File: src/rtl/smachine_exec.sv
// smachine_exec: small accumulator-style executor with two registers, flags and a memory port.
// Optional BR opcode under SMACH_BRANCH_EN.
//
// Ports:
//   clk, rst_n       - clock, async active-low reset
//   inst_valid/inst  - instruction in; inst_ready high only in IDLE
//   mem_*            - single outstanding request held until mem_ack
//   pc, flags{Z,N,C} - architectural state
//   reg_a, reg_b     - architectural state
module smachine_exec #(
  parameter int DATA_W = 16,
  parameter int ADDR_W = 8
) (
  input  logic              clk,
  input  logic              rst_n,
  input  logic              inst_valid,
  input  logic [15:0]       inst,
  output logic              inst_ready,
  output logic              mem_req,
  output logic              mem_we,
  output logic [ADDR_W-1:0] mem_addr,
  output logic [DATA_W-1:0] mem_wdata,
  input  logic [DATA_W-1:0] mem_rdata,
  input  logic              mem_ack,
  output logic [ADDR_W-1:0] pc,
  output logic [2:0]        flags,
  output logic [DATA_W-1:0] reg_a,
  output logic [DATA_W-1:0] reg_b
);

  typedef enum logic {
    IDLE = 1'b0,
    MEM  = 1'b1
  } state_t;

  state_t            state_q, state_d;
  logic [ADDR_W-1:0] pc_q, pc_d;
  logic [DATA_W-1:0] a_q, a_d;
  logic [DATA_W-1:0] b_q, b_d;
  logic [2:0]        flags_q, flags_d;
  logic              mem_req_q, mem_req_d;
  logic              mem_we_q, mem_we_d;
  logic [ADDR_W-1:0] mem_addr_q, mem_addr_d;
  logic [DATA_W-1:0] mem_wdata_q, mem_wdata_d;
  logic              ld_b_q, ld_b_d;

  logic [3:0]        op;
  logic              sel_b;
  logic [7:0]        imm8;
  logic [DATA_W-1:0] imm_z;
  logic [DATA_W-1:0] ld_val;
  logic [DATA_W-1:0] src;
  logic [ADDR_W-1:0] pc_inc;
  logic [ADDR_W-1:0] imm_pc;

  logic is_ld, is_st, is_inc, is_add, is_sub;
  logic is_or, is_and, is_xor, is_shr, is_mov;
  logic is_exch, is_cmp, is_set, is_clr;
  logic ld_imm, mem_op;

  assign op     = inst[15:12];
  assign sel_b  = inst[11];
  assign imm8   = inst[7:0];
  assign imm_z  = DATA_W'(imm8);
  assign ld_val = inst[9] ? (imm_z << (DATA_W - 8)) : imm_z;
  assign src    = sel_b ? b_q : a_q;
  assign pc_inc = pc_q + ADDR_W'(1);
  assign imm_pc = ADDR_W'(imm8);

  assign is_ld   = (op == 4'h0);
  assign is_st   = (op == 4'h1);
  assign is_inc  = (op == 4'h2);
  assign is_add  = (op == 4'h4);
  assign is_sub  = (op == 4'h5);
  assign is_or   = (op == 4'h6);
  assign is_and  = (op == 4'h7);
  assign is_xor  = (op == 4'h8);
  assign is_shr  = (op == 4'h9);
  assign is_mov  = (op == 4'hA);
  assign is_exch = (op == 4'hB);
  assign is_cmp  = (op == 4'hC);
  assign is_set  = (op == 4'hD);
  assign is_clr  = (op == 4'hE);
  assign ld_imm  = is_ld & inst[10];
  assign mem_op  = (is_ld & ~inst[10]) | is_st;

`ifdef SMACH_BRANCH_EN
  logic is_br;
  logic br_take;

  assign is_br = (op == 4'h3);

  always_comb begin
    br_take = 1'b0;
    case (inst[10:8])
      3'b000:  br_take = 1'b1;
      3'b001:  br_take = flags_q[2];
      3'b010:  br_take = ~flags_q[2];
      3'b011:  br_take = flags_q[1];
      3'b100:  br_take = flags_q[0];
      default: br_take = 1'b0;
    endcase
  end
`endif

  // Shared adder: bit DATA_W is carry for add, borrow for subtract.
  logic [DATA_W:0] sum;

  always_comb begin
    sum = '0;
    if (is_inc)
      sum = {1'b0, src} + {1'b0, imm_z};
    else if (is_add)
      sum = {1'b0, a_q} + {1'b0, b_q};
    else
      sum = {1'b0, a_q} - {1'b0, b_q};
  end

  logic [DATA_W-1:0] res;

  always_comb begin
    state_d     = state_q;
    pc_d        = pc_q;
    a_d         = a_q;
    b_d         = b_q;
    flags_d     = flags_q;
    mem_req_d   = mem_req_q;
    mem_we_d    = mem_we_q;
    mem_addr_d  = mem_addr_q;
    mem_wdata_d = mem_wdata_q;
    ld_b_d      = ld_b_q;
    res         = '0;

    unique case (state_q)
      IDLE: begin
        if (inst_valid) begin
          pc_d = pc_inc;
          unique case (1'b1)
            ld_imm: begin
              if (sel_b) b_d = ld_val;
              else       a_d = ld_val;
            end
            mem_op: begin
              state_d     = MEM;
              pc_d        = pc_q;
              mem_req_d   = 1'b1;
              mem_we_d    = is_st;
              mem_addr_d  = imm_pc;
              mem_wdata_d = is_st ? src : '0;
              ld_b_d      = sel_b;
            end
            is_inc: begin
              res = sum[DATA_W-1:0];
              if (sel_b) b_d = res;
              else       a_d = res;
              flags_d = {res == '0, res[DATA_W-1], sum[DATA_W]};
            end
            is_add, is_sub: begin
              res     = sum[DATA_W-1:0];
              a_d     = res;
              flags_d = {res == '0, res[DATA_W-1], sum[DATA_W]};
            end
            is_cmp: begin
              res     = sum[DATA_W-1:0];
              flags_d = {res == '0, res[DATA_W-1], sum[DATA_W]};
            end
            is_or, is_and, is_xor: begin
              if (is_or)       res = a_q | b_q;
              else if (is_and) res = a_q & b_q;
              else             res = a_q ^ b_q;
              a_d     = res;
              flags_d = {res == '0, res[DATA_W-1], 1'b0};
            end
            is_shr: begin
              res     = {1'b0, a_q[DATA_W-1:1]};
              a_d     = res;
              flags_d = {res == '0, res[DATA_W-1], a_q[0]};
            end
            is_mov: b_d = a_q;
            is_exch: begin
              a_d = b_q;
              b_d = a_q;
            end
            // Mask bits inst[10:8] line up with {Z,N,C}.
            is_set: flags_d = flags_q | inst[10:8];
            is_clr: flags_d = flags_q & ~inst[10:8];
`ifdef SMACH_BRANCH_EN
            is_br: if (br_take) pc_d = imm_pc;
`endif
            default: ;
          endcase
        end
      end
      MEM: begin
        if (mem_ack) begin
          state_d   = IDLE;
          pc_d      = pc_inc;
          mem_req_d = 1'b0;
          mem_we_d  = 1'b0;
          if (!mem_we_q) begin
            if (ld_b_q) b_d = mem_rdata;
            else        a_d = mem_rdata;
          end
        end
      end
      default: state_d = IDLE;
    endcase
  end

  always_ff @(posedge clk or negedge rst_n) begin
    if (!rst_n) begin
      state_q     <= IDLE;
      pc_q        <= '0;
      a_q         <= '0;
      b_q         <= '0;
      flags_q     <= '0;
      mem_req_q   <= 1'b0;
      mem_we_q    <= 1'b0;
      mem_addr_q  <= '0;
      mem_wdata_q <= '0;
      ld_b_q      <= 1'b0;
    end else begin
      state_q     <= state_d;
      pc_q        <= pc_d;
      a_q         <= a_d;
      b_q         <= b_d;
      flags_q     <= flags_d;
      mem_req_q   <= mem_req_d;
      mem_we_q    <= mem_we_d;
      mem_addr_q  <= mem_addr_d;
      mem_wdata_q <= mem_wdata_d;
      ld_b_q      <= ld_b_d;
    end
  end

  assign inst_ready = (state_q == IDLE);
  assign mem_req    = mem_req_q;
  assign mem_we     = mem_we_q;
  assign mem_addr   = mem_addr_q;
  assign mem_wdata  = mem_wdata_q;
  assign pc         = pc_q;
  assign flags      = flags_q;
  assign reg_a      = a_q;
  assign reg_b      = b_q;

endmodule

File: config.mk
export PLATFORM = sky130hd
export DESIGN_NAME = smachine_exec
export DESIGN_NICKNAME = d
export VERILOG_FILES = /design/src/rtl/smachine_exec.sv
export SDC_FILE = /design/constraint.sdc
export NUM_CORES = 1
export LEC_CHECK = 0
export CELL_PAD_IN_SITES_DETAIL_PLACEMENT = 0
export CELL_PAD_IN_SITES_GLOBAL_PLACEMENT = 1
export CORE_AREA = 5 5 126 128
export DETAILED_ROUTE_END_ITERATION = 12
export DIE_AREA = 0 0 131 133
export DONT_BUFFER_PORTS = 1
export GPL_TIMING_DRIVEN = 0
export HOLD_SLACK_MARGIN = 0.03
export PLACE_DENSITY_LB_ADDON = 0.1
export RECOVER_POWER = 100
export SETUP_SLACK_MARGIN = 0.15
export SYNTH_ARGS = -nofsm -noshare
export SYNTH_HDL_FRONTEND = slang
export SYNTH_SLANG_ARGS = --single-unit
File: constraint.sdc
create_clock -name clk -period 4.23 [get_ports clk]
set_input_delay 0.6345 -clock clk [delete_from_list [all_inputs] [get_ports clk]]
set_output_delay 0.6345 -clock clk [all_outputs]
set_load 0.005 [all_outputs]
Yosys cells after proc, flatten, opt, wreduce, memory -nomap -nowiden
Index checks and enable logic that the tools add are counted. Widths: inputs -> output; s select.

Register bits: 71. Input bits: 36. Word-level logic and storage cells: 108. Output and inout port bits: 70.

Reduce and logical (&&, ||, !) cells: 15. Eq/ne operators: 26. Mux-type cells: 42. $add $sub $neg: 4. Bitwise logic cells: 11.

Operator list (number): $mux 16 (20); $pmux 16 s6 (1); $pmux 16 s2 (2); $pmux 16 s3 (1); $mux 17 (2); $logic_not 16->1 (2); $eq 4x4->1 const B (7); $mux 8 (3); $add 16x16->17 (1); $add 16x8->17 (1); $sub 16x16->17 (1); $and 16x16->16 (1); $eq 4x3->1 const B (4); $or 16x16->16 (1); $pmux 8 s2 (1); $xor 16x16->16 (1); $logic_not 15->1 (1); $pmux 3 s5 (1); $reduce_and 7->1 (2); $ne 3x3->1 const B (4); $reduce_and 3->1 (4); $ne 2x2->1 const B (5); $add 8x1->8 const B (1); $mux 1 (8); 17 further kinds (23).

Logic depth before layout (Yosys ltp)
Gate-level depths: netlist (run 1).

Depth after elaboration: 9. Depth in mapped cells: 18. Gate-level depth less buffers: 17.

Worst setup path after synthesis (run 1)
OpenSTA, ideal clock, no wires.

Path type: input -> register. From: input port inst[12]. To: register a_q[13] (netlist: reg_a[13]). Path buffers: 4. Required time: 4.102 ns. Library setup time: 0.128 ns. Arrival time: 4.277 ns. Stages on the path: 17. Slack: -0.175 ns. Path through: buf_6 -> clkbuf_1 -> clkbuf_1 -> clkbuf_1 -> nor3_1 -> nor2_1 -> xnor2_1 -> ha_1 -> a211oi_1 -> nor2_1 -> a2111oi_1 -> o31ai_1 -> a31oi_1 -> xor2_1 -> o21bai_1 -> a221oi_1 -> o31ai_1.

Longest elaborated chain between the ends: 9. Elaborated cells on any way between the ends: 27. Classes of those cells: eq/ne: 11; mux: 11; bitwise: 1; reduce/logical: 4.

RTL lines: start: declaration (RTL line 17) `input logic [15:0] inst,`; $eq 4x3->1 (RTL line 76) `assign is_and = (op == 4'h7);`; $mux 16 (RTL line 169) `else if (is_and) res = a_q & b_q;`; $mux 16 (RTL line 168) `if (is_or) res = a_q | b_q;`; $mux 16 (RTL line 138) `unique case (1'b1)`; $mux 16 (RTL line 136) `if (inst_valid) begin`; $mux 16 (RTL line 134) `unique case (state_q)`; $pmux 16 s6 (RTL line 138); $mux 16 (RTL line 136); $pmux 16 s2 (RTL line 134); end signal: assignment (RTL line 214) `a_q <= '0;`; end signal: assignment (RTL line 225) `a_q <= a_d;`; end: declaration (RTL line 38) `logic [DATA_W-1:0] a_q, a_d;`.

Several ways; a longest one is shown, not always the timed one. The select of a mux whose other input is x is not followed. A chain may end at the register's enable or synchronous reset.

Worst setup path in the final report (run 1)
From: input port inst[12]. To: register a_q[14] (netlist: reg_a[14]).

The elaborated chain is that of the path after synthesis.

==> summary.md, run 1 <==
| Metric | Value |
|---|---|
| Fraction of layout cells with a size suffix above 1 | `roughly 8.9%` |
| Leak pwr | `between 3 and 4 nW` |
| Setup violators final | `0` |
| Vias per cell | `between 6 and 7` |
| Synth warnings | `0` |
| Most frequent cells in the layout | `109 x nand2_1, 89 x o21ai_0, 71 x dfrtp_1` |
| Slack of the worst reg-to-reg path | `between 300 and 400 ps` |
| Largest net degree at the start of global routing | `72` |
| Register area share after synthesis | `between 20% and 30%` |
| Crit-path max FO | `18` |
| Die Y | `between 100 and 150 um` |
| Fin crit period | `4060 ps` |
| Core region area | `approximately 15000 um^2` |
| N_diodes | `0` |
| Overall power after layout | `between 5 and 6 mW` |
| Worst Setup SP | `inst[12]` |
| Dpl cells | `about 1100` |
| Pre-antenna DRT Iters | `6` |
| First-pass GRT wire length | `~48 mm` |
| RSZ-0062 raised after global routing | `yes` |
| Failing checks | `capacitance limit, slew limit` |
| Crit start category | `primary input` |
| CTS sink cnt | `between 70 and 80` |
| Worst slew pin tran | `roughly 2000 ps` |
| Nets | `989` |
| Crit path arrival time | `roughly 4300 ps` |
| Hold Violations, Final | `0` |
| CTS tree | `done` |
| Post-synthesis to final-layout area growth | `10.8%` |
| Final GP Congestion | `1.02` |
| Clock Latency Late Sink | `between 300 and 400 ps` |
| Async SR Flop Fraction | `100%` |
| Critical path class | `in -> reg` |
| Clk_skew | `approximately 9 ps` |
| DP Worst Slack | `-1750 ps` |
| Clk pin slew, worst setup/hold paths | `about 60 ps` |
| Synthesis-stage register bit count | `71` |
| CTS Buf Count | `9` |
| Vias | `roughly 7500` |
| Synth top area share | `between 20 and 30%` |
| Boundary Pins | `~110` |
| Area of the die | `approximately 17000 um^2` |
| GRT Overall Usage | `~37%` |
| Synth unique cells | `roughly 70` |
| PwrDens | `slightly below 700 nW/um^2` |
| Fillers | `1454` |
| Worst relative slew slack | `-29.9%` |
| Port Buffer Count | `0` |
| Mapped Area | `~6900 um^2` |
| Die Wd | `about 130 um` |
| Final period utilization | `between 90% and 100%` |
| Final antenna-violating net count | `0` |
| Root buffer cell | `clkbuf_16` |
| Max Cap Violations | `1` |
| Number of synthesized flops with an enable pin | `0` |
| Hold WS | `about 380 ps` |
| Clk buf depth | `2` |
| Largest area contributor in the netlist | `dfrtp_1` |
| Final Core Density | `roughly half` |
| Worst setup path endpoint | `reg_a[14]` |
| Final setup margin | `around 170 ps` |
| Post-synth top flop | `dfrtp_1` |
| Mean Syn Cell Area | `roughly 8 um^2` |
| Status | `complete, but fails checks` |
| Syn Nets | `975` |
| R2R Path Start | `reg_a[6]` |
| CTS H-tree lvls | `3` |
| GRT overflow | `0` |
| Routed WL per cell | `~30 um` |
| Post-detail-place hpwl | `23.5 mm` |
| Finished layout cell area | `between 7000 and 8000 um^2` |
| # rows | `between 40 and 50` |
| Area contributors post-synth | `dfrtp_1 26%, ha_1 10%, o21ai_0 6.8%` |
| Hold crit path type | `in -> reg` |
| Vias in the first global route | `~7300` |
| VDD IR-drop max | `0.390 mV` |
| Final-report max-slew violation count | `72` |
| Syn Inst Count | `880` |
| Non-Filler Instances | `roughly 1100` |
| RR Endpoint | `flags[2]` |
| F_max | `between 200 and 250 MHz` |
| Post-Route WL | `roughly 33 mm` |
| Starting Density | `between 40 and 50%` |
| Commonest non-fill, non-tap cell in the layout | `nand2_1` |
| Residual DRC | `0` |
| Antenna violations before repair | `0` |
| R2r worst-path depth | `12` |
| CP Capture Type | `flip-flop` |
| DRT iter0 DRCs | `approximately 1100` |
| Worst EP required | `~4500 ps` |
| Placed instance area | `roughly 7100 um^2` |
| TNS Setup | `0 ps` |
-- kinds of logic (layout without fill, tap and decap cells) --
kind of cell | after synthesis | in the layout | synth area share (%)
AOI/OAI and AO/OA | 318 | 318 | 30.3
xor gates and xnor gates | 40 | 40 | 5.09
adders and majority gates | 59 | 59 | 10.9
buffers and inverters | 95 | 114 | 5.51
DFF | 71 | 71 | 25.8
muxes | 30 | 30 | 4.63
and+or+nand+nor | 267 | 267 | 17.7
-- area by class of cell --
cell class	instances	area (um^2)	area share, %
clock inverters	5	81.3	1.07
plain buffers	49	236	3.10
multi-input cells	714	4860	63.7
repair buffers	6	46.3	0.607
well taps	188	235	3.08
flip-flops and latches	71	1780	23.3
clock buffers	11	233	3.05
inverters	43	161	2.12
-- synthesized netlist by cell type, types with 16 or more instances --
library cell	n
ha_1	57
nand2_1	110
clkbuf_1	42
nand3_1	18
nor2_1	67
inv_1	42
xnor2_1	33
a21oi_1	62
a221oi_1	26
o21ai_0	93
nor3_1	18
o21a_1	16
dfrtp_1	71
-- worst min path at each step --
stage | end | slack [ps] | depth (start not counted) | startpoint
6_report | state_q | 380 | 1 | mem_ack
5_1_grt | state_q | 380 | 1 | mem_ack
4_1_cts | reg_b[8] | 190 | 1 | rst_n
3_5_place_dp | mem_wdata[11] | 340 | 0 | rst_n
3_3_place_gp | mem_wdata[11] | 340 | 0 | rst_n
2_1_floorplan | flags[0] | 340 | 0 | rst_n
-- flip-flops by register name, indices dropped and copies added (netlist names) --
signal / cells
flags: 3
mem_we: 1
ld_b_q: 1
mem_addr: 8
state_q: 1
pc: 8
mem_req: 1
reg_b: 16
reg_a: 16
mem_wdata: 16
-- per-layer routing --
metal	routed length [um]	track usage, %
met5	0	0
met4	2250	21.8
met3	3470	8.24
met2	14500	56.7
met1	12300	47.4
-- worst max-delay path, cell delays in order --
cell       delay [ps]
buf_6             150
buf_4             230
buf_4             210
nor3_4            330
nor2_1            100
xnor2_1           140
ha_1              350
nor2b_2           190
o31a_1            390
o2111ai_2         300
nand2_1           160
o211ai_1          320
xnor2_1           110
a21oi_1           290
o21ai_0           170
a21o_1            200
-- power breakdown --
part           leakage, nW  internal [mW]  switching [mW]
Combinational         2.14           1.19            1.86
Sequential           0.882          0.879           0.400
Clock                0.150          0.519           0.333
Total                 3.17           2.59            2.59
-- what timing repair did --
item | CTS | global route
hold buffers | 1 | 0
endpoints found under the setup margin | 24 | 10
hold endpoints to repair | 71 | 0
setup buffers | 3 | 2
resized for setup | 22 | 32
pin swaps | 2 | 9
No activity file was read; power rests on OpenSTA's default activity.
==> run 2, diff against run 1 <==
- CORE_AREA: 5 5 126 128 -> 5 5 114 142
- DIE_AREA: 0 0 131 133 -> 0 0 119 147
==> run 2 against run 1 <==
Against the previous run:
- the flow still finishes with violations (capacitance limit, slew limit)
- total power grew 2.3%
- sequential power is essentially flat
- critical path depth down 1
- fmax rose by 1.7%
- utilization up 0.62 points
- clock power is 2% higher
- largest cell class unchanged
- largest power group unchanged
==> summary.md, run 2 (same netlist as run 1, synthesis figures left out) <==
| Metric | Value |
|---|---|
| R2r worst-path depth | `13 (+1)` |
| Clk pin slew, worst setup/hold paths | `60 ps (about the same)` |
| Leak pwr | `3.18 nW (+0.20%)` |
| Die Y | `147 um (+11%)` |
| Vias per cell | `6.97 (+0.92%)` |
| Antenna violations before repair | `0 (unchanged)` |
| Post-synthesis to final-layout area growth | `12.2%` |
| Largest net degree at the start of global routing | `72 (unchanged)` |
| Worst slew pin tran | `1940 ps (-8.60 ps)` |
| Boundary Pins | `106 (unchanged)` |
| Hold Violations, Final | `0 (unchanged)` |
| Critical hold path startpoint | `mem_ack` |
| Vias | `7523 (+0.17%)` |
| Most frequent cells in the layout | `109 x nand2_1, 93 x o21ai_0, 71 x dfrtp_1` |
| DP Worst Slack | `-1760 ps (-16.8 ps)` |
| Port Buffer Count | `0 (unchanged)` |
| Fillers | `1434 (-1.4%)` |
| Fin crit period | `3990 ps (-67.5 ps)` |
| Area of the die | `17500 um^2 (+0.40%)` |
| Final period utilization | `94.4% (-1.6 points)` |
| Crit path arrival time | `4280 ps (about the same)` |
| CTS H-tree lvls | `3 (unchanged)` |
| Critical path class | `in -> reg` |
| Fraction of layout cells with a size suffix above 1 | `9.70% (+0.80 points)` |
| Final setup margin | `236 ps (+67.5 ps)` |
| Clk buf depth | `2 (unchanged)` |
| Nets | `987 (-0.20%)` |
| CTS sink cnt | `71 (unchanged)` |
| Vias in the first global route | `7348 (+0.18%)` |
| Setup violators final | `0 (unchanged)` |
| Hold crit path type | `in -> reg` |
| Final antenna-violating net count | `0 (unchanged)` |
| Max Cap Violations | `1 (unchanged)` |
| Crit start category | `primary input` |
| Busiest grt layer | `met2` |
| Worst relative slew slack | `-29.3% (+0.57 points)` |
| Die Wd | `119 um (-9.2%)` |
| GRT met2 Usage | `58.2% (+1.6 points)` |
| Clock Latency Late Sink | `360 ps (about the same)` |
| CTS tree | `done` |
| GR Util met1 | `42.1% (-5.3 points)` |
| Post-Route WL | `31.8 mm (-2.3%)` |
| Overall power after layout | `5.30 mW (+2.3%)` |
| Final GP Congestion | `0.976 (-4.6%)` |
| GRT Overall Usage | `35.4% (-1.7 points)` |
| Final-report max-slew violation count | `72 (unchanged)` |
| Finished layout cell area | `7730 um^2 (+1.3%)` |
| Residual DRC | `0 (unchanged)` |
| CTS Buf Count | `9 (unchanged)` |
| Root buffer cell | `clkbuf_16` |
| # rows | `50 (+11%)` |
| Crit-path max FO | `19 (+1)` |
| Status | `complete, but fails checks` |
| Failing checks | `capacitance limit, slew limit` |
| First-pass GRT wire length | `46.4 mm (-2.6%)` |
| Post-detail-place hpwl | `23.4 mm (-0.62%)` |
| F_max | `250 MHz (+1.7%)` |
| PwrDens | `685 nW/um^2 (+0.96%)` |
| Commonest non-fill, non-tap cell in the layout | `nand2_1` |
| RSZ-0062 raised after global routing | `no` |
| Routed WL per cell | `29.5 um (-1.6%)` |
| Slack of the worst reg-to-reg path | `250 ps (-90 ps)` |
| Worst EP required | `4520 ps (+60 ps)` |
| Starting Density | `46.6% (about the same)` |
| Pre-antenna DRT Iters | `8 (+2)` |
| Worst Hold Path Cells | `1 (unchanged)` |
| Hold endpoint | `state_q` |
| VDD IR-drop max | `0.375 mV (-3.9%)` |
| Hold WS | `371 ps (-9.37 ps)` |
| R2R Path Start | `reg_a[1]` |
| RR Endpoint | `reg_a[11]` |
| CP Capture Type | `flip-flop` |
| GRT overflow | `0 (unchanged)` |
| Core region area | `14800 um^2 (about the same)` |
| Clk_skew | `9.33 ps (+0.464 ps)` |
| GR Util met3 | `7.97% (-0.27 points)` |
| Placed instance area | `7130 um^2 (-0.11%)` |
| DRT iter0 DRCs | `1016 (-4.0%)` |
| N_diodes | `0 (unchanged)` |
run 2: changes by cell type in the layout (fill, tap and decap cells not counted), sizes merged:
cell / before / now
inv: 43 / 44
buf: 14 / 13
clkinv: 2 / 4
clkinvlp: 1 / 0
clkbuf: 52 / 49
run 2: how the worst max path moves through the flow:
| stage | start | to |
|---|---|---|
| finish | inst[11] | flags[2] |
| global route | reg_a[1] | flags[2] |
| CTS | inst[15] | flags[2] |
| detailed placement | inst[12] | flags[2] |
| global placement | inst[12] | flags[2] |
| floorplan | inst[12] | reg_a[13] |
run 2: final cells by class:
cell class                      count  area (um^2)  area share [%]
Sequential cell                    71         1780            23.0
Inverter                           43          161            2.09
Buffer                             49          255            3.30
Tap cell                          182          228            2.95
Clock buffer                        9          225            2.91
Clock inverter                      7          104            1.34
Timing Repair Buffer                4         40.0           0.518
Multi-Input combinational cell    714         4940            63.9
run 2: worst max-delay path: stages:
cell      delay [ps]
buf_4            220
clkbuf_4         260
nand2_1           80
o21ai_0          120
ha_1             260
fa_1             450
a211oi_2         250
nor2_1           130
o22a_2           300
mux2i_1          250
a21o_1           240
nor4_2           340
nand4_1          200
nor4_2           310
a41o_1           210
run 2: power breakdown:
group	total, mW	internal, mW	switching [mW]	leakage (nW)
Combinational	3.15	1.23	1.91	2.14
Clock	0.871	0.524	0.347	0.161
Sequential	1.28	0.879	0.401	0.882
Total	5.30	2.63	2.66	3.18
run 2: metrics by stage:
step	setup TNS, ps	cells	utilization (%)
2_1_floorplan	0	880	-
6_report	0	1079	52.3
3_5_place_dp	-21900	1062	48.3
3_3_place_gp	-22650	1062	48.3
4_1_cts	0	1078	51.5
5_1_grt	0	1079	52.3
run 2: repair_timing:
item | 4_1_cts | 5_1_grt
endpoints found under the setup margin | 24 | 11
hold endpoints to repair | 71 | 0
hold buffers | 1 | 0
buffers inserted | 2 | 1
pin swaps | 3 | 8
gates resized for setup | 26 | 44
run 2: per-layer routing:
metal,part of all wire [%],wire length [um]
met2,47,14900
met3,9.8,3100
met1,37,11800
met4,6.2,1970
met5,0.13,41
